$ cat src/rtl/bop_pkg.sv
// -----------------------------------------------------------------------------
// bop_pkg
// Definitions shared by the best-offset prefetcher and the prefetch issue
// scheduler: default address width, cache-line offset width, and the request
// record held in the scheduler's output stage.
//
// Ports: none (package).
// -----------------------------------------------------------------------------
package bop_pkg;

  // Default address width. Modules may narrow WIDTH, but not widen it beyond
  // this value, because req_t carries the address at this width.
  localparam int DEF_WIDTH   = 64;

  // Number of line-offset bits. These bits are ignored when two addresses are
  // compared for the same cache line.
  localparam int DEF_LOGLINE = 6;

  // One request to the lower-level cache.
  typedef struct packed {
    logic [DEF_WIDTH-1:0] address;
    logic                 is_prefetch;
  } req_t;

endpackage : bop_pkg

$ cat src/rtl/prefetch_issue_scheduler_if.sv
// -----------------------------------------------------------------------------
// prefetch_issue_scheduler_if
// Bundles the demand-miss input, the prefetch input, the lower-level request
// output and the drop/count status of the prefetch issue scheduler.
//
// modport slave  : scheduler side (receives dm_*/pf_*/lo_ready_i, drives the rest)
// modport master : requester / cache side (the mirror image)
//
//   dm_valid_i, dm_address_i, dm_ready_o      demand miss handshake
//   pf_valid_i, pf_address_i                  prefetch request (never stalled)
//   lo_valid_o, lo_ready_i, lo_address_o,
//   lo_is_prefetch_o                          request to the lower-level cache
//   pf_drop_o                                 one-cycle pulse, a prefetch was discarded
//   pf_count_o                                live queued prefetches
// -----------------------------------------------------------------------------
interface prefetch_issue_scheduler_if #(
  parameter int WIDTH  = bop_pkg::DEF_WIDTH,
  parameter int QDEPTH = 4
);

  localparam int CW = $clog2(QDEPTH) + 1;

  logic             dm_valid_i;
  logic [WIDTH-1:0] dm_address_i;
  logic             dm_ready_o;
  logic             pf_valid_i;
  logic [WIDTH-1:0] pf_address_i;
  logic             lo_ready_i;
  logic             lo_valid_o;
  logic [WIDTH-1:0] lo_address_o;
  logic             lo_is_prefetch_o;
  logic             pf_drop_o;
  logic [CW-1:0]    pf_count_o;

  modport slave (
    input  dm_valid_i, dm_address_i, pf_valid_i, pf_address_i, lo_ready_i,
    output dm_ready_o, lo_valid_o, lo_address_o, lo_is_prefetch_o,
           pf_drop_o, pf_count_o
  );

  modport master (
    output dm_valid_i, dm_address_i, pf_valid_i, pf_address_i, lo_ready_i,
    input  dm_ready_o, lo_valid_o, lo_address_o, lo_is_prefetch_o,
           pf_drop_o, pf_count_o
  );

endinterface : prefetch_issue_scheduler_if

$ cat src/rtl/pf_issue_queue.sv
// -----------------------------------------------------------------------------
// pf_issue_queue
// Circular FIFO of prefetch line numbers. Each slot has a live bit, so that
// squashed entries can stay in place and be skipped later. The FIFO also
// provides the line-match logic that the scheduler needs.
//
//   clk, rst         clock, asynchronous active-low reset
//   push, push_line  enqueue a line (already filtered for duplicates)
//   issue            the scheduler takes the live head this cycle
//   squash,
//   squash_line      clear every live entry on this line (accepted demand)
//   probe_line,
//   probe_hit        does a live entry hold this line (incoming prefetch)
//   head_live,
//   head_line        head entry, and whether it is live
//   any_live         at least one live entry
//   overflow         a push onto a full queue discarded the oldest entry
//   squash_hit       the squash cleared at least one entry
//   count            live entries after this cycle's updates (registered)
// -----------------------------------------------------------------------------
module pf_issue_queue
  import bop_pkg::*;
#(
  parameter  int WIDTH   = DEF_WIDTH,
  parameter  int QDEPTH  = 4,
  parameter  int LOGLINE = DEF_LOGLINE,
  localparam int LW      = WIDTH - LOGLINE,
  localparam int CW      = $clog2(QDEPTH) + 1
) (
  input  logic          clk,
  input  logic          rst,
  input  logic          push,
  input  logic [LW-1:0] push_line,
  input  logic          issue,
  input  logic          squash,
  input  logic [LW-1:0] squash_line,
  input  logic [LW-1:0] probe_line,
  output logic          probe_hit,
  output logic          head_live,
  output logic [LW-1:0] head_line,
  output logic          any_live,
  output logic          overflow,
  output logic          squash_hit,
  output logic [CW-1:0] count
);

  localparam int PW = $clog2(QDEPTH);

  logic [LW-1:0]     line_q [QDEPTH];
  logic [QDEPTH-1:0] live_q, live_d;
  logic [QDEPTH-1:0] probe_vec, squash_vec;
  logic [PW-1:0]     head_q, tail_q;
  logic [CW-1:0]     occ_q, occ_d;
  logic              full, pop;

  assign full      = (occ_q == CW'(QDEPTH));
  assign head_live = live_q[head_q];
  assign head_line = line_q[head_q];
  assign any_live  = |live_q;

  // A dead head is retired on its own, and does not use an output slot.
  assign pop        = ((occ_q != '0) & ~live_q[head_q]) | issue;
  assign overflow   = push & full & ~pop;
  assign probe_hit  = |probe_vec;
  assign squash_hit = squash & (|squash_vec);

  // NOTE: every variable assigned in an always_comb gets a default value first.
  // Without it, a path that does not write the variable infers a latch.
  always_comb begin
    probe_vec  = '0;
    squash_vec = '0;
    for (int i = 0; i < QDEPTH; i++) begin
      probe_vec[i]  = live_q[i] & (line_q[i] == probe_line);
      squash_vec[i] = live_q[i] & (line_q[i] == squash_line);
    end
  end

  // The writes are ordered: squash, then retire the head, then push.
  // On overflow head == tail, so the overwritten slot becomes live again.
  always_comb begin
    live_d = live_q;
    if (squash) live_d = live_d & ~squash_vec;
    if (pop || overflow) live_d[head_q] = 1'b0;
    if (push) live_d[tail_q] = 1'b1;
  end

  always_comb begin
    occ_d = occ_q;
    if (push && !overflow) occ_d = occ_d + CW'(1);
    if (pop) occ_d = occ_d - CW'(1);
  end

  // NOTE: sequential state uses non-blocking assignments only. Every flop then
  // samples values from before the clock edge, whatever order the code is in.
  always_ff @(posedge clk or negedge rst) begin
    if (!rst) begin
      head_q <= '0;
      tail_q <= '0;
      occ_q  <= '0;
      live_q <= '0;
      count  <= '0;
    end else begin
      if (pop || overflow) head_q <= head_q + PW'(1);
      if (push) tail_q <= tail_q + PW'(1);
      occ_q  <= occ_d;
      live_q <= live_d;
      count  <= CW'($countones(live_d));
    end
  end

  // NOTE: the line storage has no reset. The live bits qualify every read, so
  // resetting the array would only add reset fan-out.
  always_ff @(posedge clk) begin
    if (push) line_q[tail_q] <= push_line;
  end

endmodule : pf_issue_queue

$ cat src/rtl/prefetch_issue_scheduler.sv
// -----------------------------------------------------------------------------
// prefetch_issue_scheduler
// Merges demand misses and queued prefetches into one request stream to the
// lower-level cache. Demands win arbitration unless prefetches have starved
// for STARVE_MAX consecutive demand wins. Duplicate prefetches are dropped.
// Prefetches on the line of an accepted demand are squashed. Requests are
// issued line-aligned, from a single output register.
//
//   clk  clock
//   rst  asynchronous active-low reset
//   bus  prefetch_issue_scheduler_if.slave (demand, prefetch, lower level, status)
// -----------------------------------------------------------------------------
module prefetch_issue_scheduler
  import bop_pkg::*;
#(
  parameter int WIDTH      = DEF_WIDTH,
  parameter int QDEPTH     = 4,
  parameter int STARVE_MAX = 8,
  parameter int LOGLINE    = DEF_LOGLINE
) (
  input  logic clk,
  input  logic rst,
  prefetch_issue_scheduler_if.slave bus
);

  localparam int LW = WIDTH - LOGLINE;
  localparam int CW = $clog2(QDEPTH) + 1;
  localparam int SW = $clog2(STARVE_MAX + 1);
  localparam logic [SW-1:0] STARVE_TOP = SW'(STARVE_MAX);

  req_t          out_q, out_d;
  logic          out_valid_q, out_valid_d;
  logic [SW-1:0] starve_q, starve_d;
  logic          drop_q, drop_d;

  logic [LW-1:0] dm_line, pf_line, out_line, head_line;
  logic          slot_free, force_pf, load_pf, load_dm;
  logic          dup, push;
  logic          probe_hit, head_live, any_live, overflow, squash_hit;
  logic [CW-1:0] pf_count;

  // Line offsets never take part in matching and are never forwarded.
  logic          unused_offset_bits;
  assign unused_offset_bits = ^{bus.dm_address_i[LOGLINE-1:0],
                                bus.pf_address_i[LOGLINE-1:0]};

  assign dm_line  = bus.dm_address_i[WIDTH-1:LOGLINE];
  assign pf_line  = bus.pf_address_i[WIDTH-1:LOGLINE];
  assign out_line = out_q.address[WIDTH-1:LOGLINE];

  // The output register can be loaded when it is empty, or when its contents
  // leave this cycle.
  assign slot_free = ~out_valid_q | bus.lo_ready_i;
  assign force_pf  = (starve_q == STARVE_TOP) & head_live;
  assign load_pf   = slot_free & head_live & (force_pf | ~bus.dm_valid_i);
  assign load_dm   = slot_free & ~force_pf & bus.dm_valid_i;

  // An incoming prefetch is redundant if its line is already queued, already
  // in the output register, or presented as a demand in this same cycle.
  assign dup  = probe_hit
              | (out_valid_q & (out_line == pf_line))
              | (bus.dm_valid_i & (dm_line == pf_line));
  assign push = bus.pf_valid_i & ~dup;

  pf_issue_queue #(
    .WIDTH   (WIDTH),
    .QDEPTH  (QDEPTH),
    .LOGLINE (LOGLINE)
  ) u_queue (
    .clk         (clk),
    .rst         (rst),
    .push        (push),
    .push_line   (pf_line),
    .issue       (load_pf),
    .squash      (load_dm),
    .squash_line (dm_line),
    .probe_line  (pf_line),
    .probe_hit   (probe_hit),
    .head_live   (head_live),
    .head_line   (head_line),
    .any_live    (any_live),
    .overflow    (overflow),
    .squash_hit  (squash_hit),
    .count       (pf_count)
  );

  always_comb begin
    out_valid_d = out_valid_q;
    out_d       = out_q;
    if (slot_free) begin
      if (load_pf) begin
        out_valid_d       = 1'b1;
        out_d.address     = DEF_WIDTH'({head_line, {LOGLINE{1'b0}}});
        out_d.is_prefetch = 1'b1;
      end else if (load_dm) begin
        out_valid_d       = 1'b1;
        out_d.address     = DEF_WIDTH'({dm_line, {LOGLINE{1'b0}}});
        out_d.is_prefetch = 1'b0;
      end else begin
        out_valid_d = 1'b0;
      end
    end
  end

  // The starvation count runs only while a prefetch is waiting. It saturates,
  // so force_pf stays raised until a prefetch is actually loaded.
  always_comb begin
    starve_d = starve_q;
    if (!any_live || load_pf) begin
      starve_d = '0;
    end else if (load_dm && starve_q != STARVE_TOP) begin
      starve_d = starve_q + SW'(1);
    end
  end

  // All drop causes merge into one pulse.
  assign drop_d = (bus.pf_valid_i & dup) | overflow | squash_hit;

  always_ff @(posedge clk or negedge rst) begin
    if (!rst) begin
      out_valid_q <= 1'b0;
      out_q       <= '0;
      starve_q    <= '0;
      drop_q      <= 1'b0;
    end else begin
      out_valid_q <= out_valid_d;
      out_q       <= out_d;
      starve_q    <= starve_d;
      drop_q      <= drop_d;
    end
  end

  assign bus.dm_ready_o       = slot_free & ~force_pf;
  assign bus.lo_valid_o       = out_valid_q;
  assign bus.lo_address_o     = out_q.address[WIDTH-1:0];
  assign bus.lo_is_prefetch_o = out_q.is_prefetch;
  assign bus.pf_drop_o        = drop_q;
  assign bus.pf_count_o       = pf_count;

endmodule : prefetch_issue_scheduler

$ cat src/flat_wrapper.sv
// flat-port wrapper written by rule: the top's interface ports become plain ports
module prefetch_issue_scheduler_flat import bop_pkg::*;
#(
  parameter int WIDTH      = DEF_WIDTH,
  parameter int QDEPTH     = 4,
  parameter int STARVE_MAX = 8,
  parameter int LOGLINE    = DEF_LOGLINE
)
  (clk, rst, bus_dm_valid_i, bus_dm_address_i, bus_pf_valid_i, bus_pf_address_i, bus_lo_ready_i, bus_dm_ready_o, bus_lo_valid_o, bus_lo_address_o, bus_lo_is_prefetch_o, bus_pf_drop_o, bus_pf_count_o);
  prefetch_issue_scheduler_if #(.WIDTH(WIDTH), .QDEPTH(QDEPTH)) bus_i ();
  input  logic clk;
  input  logic rst;
  input wire logic [$bits(bus_i.dm_valid_i)-1:0] bus_dm_valid_i;
  input wire logic [$bits(bus_i.dm_address_i)-1:0] bus_dm_address_i;
  input wire logic [$bits(bus_i.pf_valid_i)-1:0] bus_pf_valid_i;
  input wire logic [$bits(bus_i.pf_address_i)-1:0] bus_pf_address_i;
  input wire logic [$bits(bus_i.lo_ready_i)-1:0] bus_lo_ready_i;
  output wire logic [$bits(bus_i.dm_ready_o)-1:0] bus_dm_ready_o;
  output wire logic [$bits(bus_i.lo_valid_o)-1:0] bus_lo_valid_o;
  output wire logic [$bits(bus_i.lo_address_o)-1:0] bus_lo_address_o;
  output wire logic [$bits(bus_i.lo_is_prefetch_o)-1:0] bus_lo_is_prefetch_o;
  output wire logic [$bits(bus_i.pf_drop_o)-1:0] bus_pf_drop_o;
  output wire logic [$bits(bus_i.pf_count_o)-1:0] bus_pf_count_o;
  assign bus_i.dm_valid_i = bus_dm_valid_i;
  assign bus_i.dm_address_i = bus_dm_address_i;
  assign bus_i.pf_valid_i = bus_pf_valid_i;
  assign bus_i.pf_address_i = bus_pf_address_i;
  assign bus_i.lo_ready_i = bus_lo_ready_i;
  assign bus_dm_ready_o = bus_i.dm_ready_o;
  assign bus_lo_valid_o = bus_i.lo_valid_o;
  assign bus_lo_address_o = bus_i.lo_address_o;
  assign bus_lo_is_prefetch_o = bus_i.lo_is_prefetch_o;
  assign bus_pf_drop_o = bus_i.pf_drop_o;
  assign bus_pf_count_o = bus_i.pf_count_o;
  prefetch_issue_scheduler #(.WIDTH(WIDTH), .QDEPTH(QDEPTH), .STARVE_MAX(STARVE_MAX), .LOGLINE(LOGLINE)) u_core (.clk(clk), .rst(rst), .bus(bus_i));
endmodule
$ cat config.mk
export PLATFORM = sky130hd
export DESIGN_NAME = prefetch_issue_scheduler_flat
export DESIGN_NICKNAME = d
export VERILOG_FILES = /design/src/rtl/bop_pkg.sv /design/src/rtl/prefetch_issue_scheduler_if.sv /design/src/rtl/pf_issue_queue.sv /design/src/rtl/prefetch_issue_scheduler.sv /design/src/flat_wrapper.sv
export SDC_FILE = /design/constraint.sdc
export NUM_CORES = 1
export LEC_CHECK = 0
export ABC_CLOCK_PERIOD_IN_PS = 4930
export BUFFER_PORTS_ARGS = -buffer_cell sky130_fd_sc_hd__buf_2
export CAP_MARGIN = 20
export CORE_MARGIN = 5
export CORE_UTILIZATION = 36
export DETAILED_ROUTE_END_ITERATION = 10
export PLACE_DENSITY = 0.62
export SETUP_SLACK_MARGIN = 0.5
export SYNTH_ARGS = -nofsm -noshare
export SYNTH_HDL_FRONTEND = slang
export SYNTH_SLANG_ARGS = --single-unit
$ cat constraint.sdc
create_clock -name clk -period 4.93 [get_ports clk]
set_input_delay 1.479 -clock clk [delete_from_list [all_inputs] [get_ports clk]]
set_output_delay 1.479 -clock clk [all_outputs]
set_load 0.01 [all_outputs]
==> flow_metrics.tcl <==
set metrics [dict create \
    status "finished, final reports clean" \
    root_buffer "clkbuf_16" \
    path_class "input pin to register" \
    grt-ovfl-total 0 \
    clockBufferDepth 3 \
    grt_max_degree 61 \
    die_area_um2 58700 \
    synth_mux_area_share_pct 10.1 \
    syn_avg_cell_area_um2 11.7 \
    power.density_nw_per_um2 515 \
    end_kind "register" \
    cp.required_ps 5380 \
    port_buffers 185 \
    vias_per_cell 5.68 \
    cp-start-kind "input pin" \
    clock_sinks 311 \
    finalCriticalPeriod_ps 4410 \
    synth_edf_count 232 \
    drive_gt1_share_pct 31.6 \
    seqCellArea_um2 8950 \
    first_pass_iters 6 \
    fill_cells 5062 \
    finalMaxSlewViolations 0 \
    p_total_mw 12.7 \
    yosysUniqueCellTypes 58 \
    synth_top_family_by_area "XOR/XNOR gates" \
    peakVddDrop_v 0.000359 \
    cts_made_buffers 40 \
    cts_tree "built" \
    syn2layout_area_growth_pct 26.9 \
    max_freq_mhz 227 \
    remaining_drc_errors 0 \
    core-area_um2 53600 \
    worstMarginPinSlew_ps 957 \
    whs_ps 516 \
    antenna_found_initial 5 \
    wire_per_inst_um 34.0 \
    final_cell_area_um2 24700 \
    grtUsageTotal_pct 31.3 \
    die_w_um 242 \
    fin_nets 2212 \
    synth_cells 1664 \
    finClkSkew_ps 26.1 \
    hpwl_um 77800 \
    ys.flop_type "edfxtp_1" \
    fin_crit_sh_pct 89.4 \
    final_cells 2794 \
    insertion_delay_ps 580 \
    setup_viol 0 \
    yosys-top-cells-area "edfxtp_1 (36%), xnor2_1 (15%), dfrtp_1 (10%)" \
    gp_congestion 1.11 \
    ys_seq_elements 311 \
    synth_area_leader_cell "edfxtp_1" \
    crit_path_max_fanout 7 \
    hold_class "register to register" \
    synth_top_area_share_pct 35.9 \
    place_inst 2714 \
    rsz0062_at_grt "true" \
    grt_pass1_wl_um 129000 \
    cellLeakagePower_nw 9.61 \
    max-slew-margin-rel_pct 36.2 \
    postRouteAntennaNets 0 \
    ioPinCount 204 \
    rows 85 \
    arrival_ps 4860 \
    h-tree-depth 2 \
    synth_xor_area_share_pct 23.0 \
    syn_area_um2 19400 \
    async_reset_ff_share_pct 25.4 \
    yosys.area_share.simple_pct 9.91 \
    synth_warnings 0 \
    ys_seq_area_share_pct 46.0 \
    clk_pin_slew_ps 50 \
    grt_pass1_vias 15753 \
    synth_compound_area_share_pct 5.42 \
    vias 15883 \
    multi_input_area_um2 9760 \
    synthAdderAreaFrac_pct 1.07 \
    start_util_pct 36.2 \
    fp.dieH_um 242 \
    drt_iter0_markers 2130 \
    maxCapViolCount 0 \
    hold_viol 0 \
    placed_area_um2 23300 \
    wl_um 95000 \
]
kinds of logic (layout without fill, tap and decap cells):
kind of cell,count (synthesis),after routing
xor+xnor,511,511
simple gates,341,341
flops,311,311
buf+inv,213,639
compound gates,150,150
mux,121,121
fa+ha+maj,16,16
other cells,1,9
layer usage:
layer  GRT usage (%)  up-vias  routed length, µm
met5               0        -                 20
met1            41.2     8047              38000
met2            50.4      881              43700
met4            14.6        2               5460
met3            5.75      197               7830
li1                -     6756                  -
final timing paths:
kind / from / endpoint / slack [ps] / depth (start not counted)
setup / recovery: bus_pf_address_i[25] / u_core.u_queue.count[1] / 520 / 16
hold / removal: u_core.u_queue.occ_q[0] / u_core.u_queue.occ_q[0] / 520 / 1
setup reg to reg: u_core.u_queue.line_q[0][25] / u_core.u_queue.count[1] / 1110 / 14
hold reg to reg: u_core.u_queue.occ_q[0] / u_core.u_queue.occ_q[0] / 520 / 1
max in group asynchronous: rst / u_core.bus.lo_address_o[30] / 2930 / 2
min in group asynchronous: rst / u_core.bus.lo_address_o[21] / 1000 / 1
synthesized netlist by cell type (3+ instances only):
| master | n |
|---|---|
| or4_1 | 3 |
| a21oi_1 | 6 |
| o2bb2ai_1 | 5 |
| a221o_1 | 7 |
| mux4_2 | 59 |
| nor4_1 | 68 |
| buf_1 | 6 |
| nand3_1 | 17 |
| nor3_1 | 10 |
| buf_4 | 7 |
| o2111ai_1 | 14 |
| a21boi_0 | 3 |
| dfrtp_1 | 79 |
| nor2b_1 | 15 |
| edfxtp_1 | 232 |
| nand2b_1 | 45 |
| buf_2 | 27 |
| ha_1 | 15 |
| clkbuf_1 | 112 |
| o22ai_4 | 3 |
| inv_1 | 56 |
| nor2_1 | 11 |
| xor2_1 | 173 |
| o22ai_1 | 9 |
| nand4_1 | 91 |
| a22oi_1 | 4 |
| mux2i_1 | 61 |
| o221ai_1 | 11 |
| o21ai_0 | 66 |
| nand2_1 | 73 |
| inv_2 | 3 |
| xnor2_1 | 338 |
worst max-delay path, cell delays in order:
cell,delay [ps]
buf_2,150
buf_4,150
xnor2_1,170
buf_4,200
nand4_1,150
nor4_2,380
buf_4,190
nand4_1,80
buf_4,180
o22ai_4,190
nor4_4,110
a31o_4,300
a22oi_2,190
fa_1,460
ha_1,190
ha_1,280
area by class of cell:
type                            count  area share, %
Clock inverter                     21          0.792
Antenna cell                        3         0.0305
Tap cell                          696           3.53
Multi-Input combinational cell   1145           39.6
Clock buffer                       53           4.51
Inverter                           60          0.975
Sequential cell                   311           36.3
Timing Repair Buffer              505           14.3
layout by cell type (no fill, tap or decap), types with 11 or more instances in the layout:
master	netlist	routed
o21ai_0	66	65
buf_2	27	184
mux2i_1	61	61
edfxtp_1	232	232
inv_1	56	52
clkinv_2	0	11
nor4_1	68	64
nand2_1	73	69
nand4_1	91	91
nor2b_1	15	15
ha_1	15	14
xnor2_1	338	336
nand3_1	17	16
nand2b_1	45	45
buf_4	7	305
o2111ai_1	14	14
xor2_1	173	173
clkbuf_16	0	41
o221ai_1	11	11
nor2_1	11	11
mux4_2	59	59
dfrtp_1	79	77
buf_12	0	14
flip-flops by register name (all words and copies together), names as in the netlist:
| signal | cells |
|---|---|
| u_core.bus.lo_is_prefetch_o | 1 |
| u_core.u_queue.live_q | 4 |
| u_core.u_queue.occ_q | 3 |
| u_core.bus.lo_address_o | 58 |
| u_core.u_queue.count | 3 |
| u_core.bus.lo_valid_o | 1 |
| u_core.starve_q | 4 |
| u_core.u_queue.tail_q | 2 |
| u_core.u_queue.head_q | 2 |
| u_core.u_queue.line_q | 232 |
| u_core.bus.pf_drop_o | 1 |
through the flow:
stage,setup TNS [ps],setup slack (ps),utilization (%)
3_3_place_gp,-324,-149,43.4
2_1_floorplan,0,417,-
4_1_cts,0,528,45.9
6_report,0,520,46.0
5_1_grt,0,478,46.0
3_5_place_dp,-351,-163,43.4
power by group:
part,internal [mW],total [mW],switching [mW]
Combinational,2.27,5.28,3.00
Sequential,3.57,4.44,0.872
Clock,1.75,2.97,1.22
what timing repair did:
| action | 4_1_cts | 5_1_grt |
|---|---|---|
| gates cloned | 0 | 0 |
| hold buffers | 0 | 0 |
| pin swaps | 1 | 5 |
| gates resized for setup | 2 | 10 |
| endpoints found under the setup margin | 2 | 4 |
| setup buffers | 3 | 0 |
Note: power is estimated with default switching activity, not from simulation.
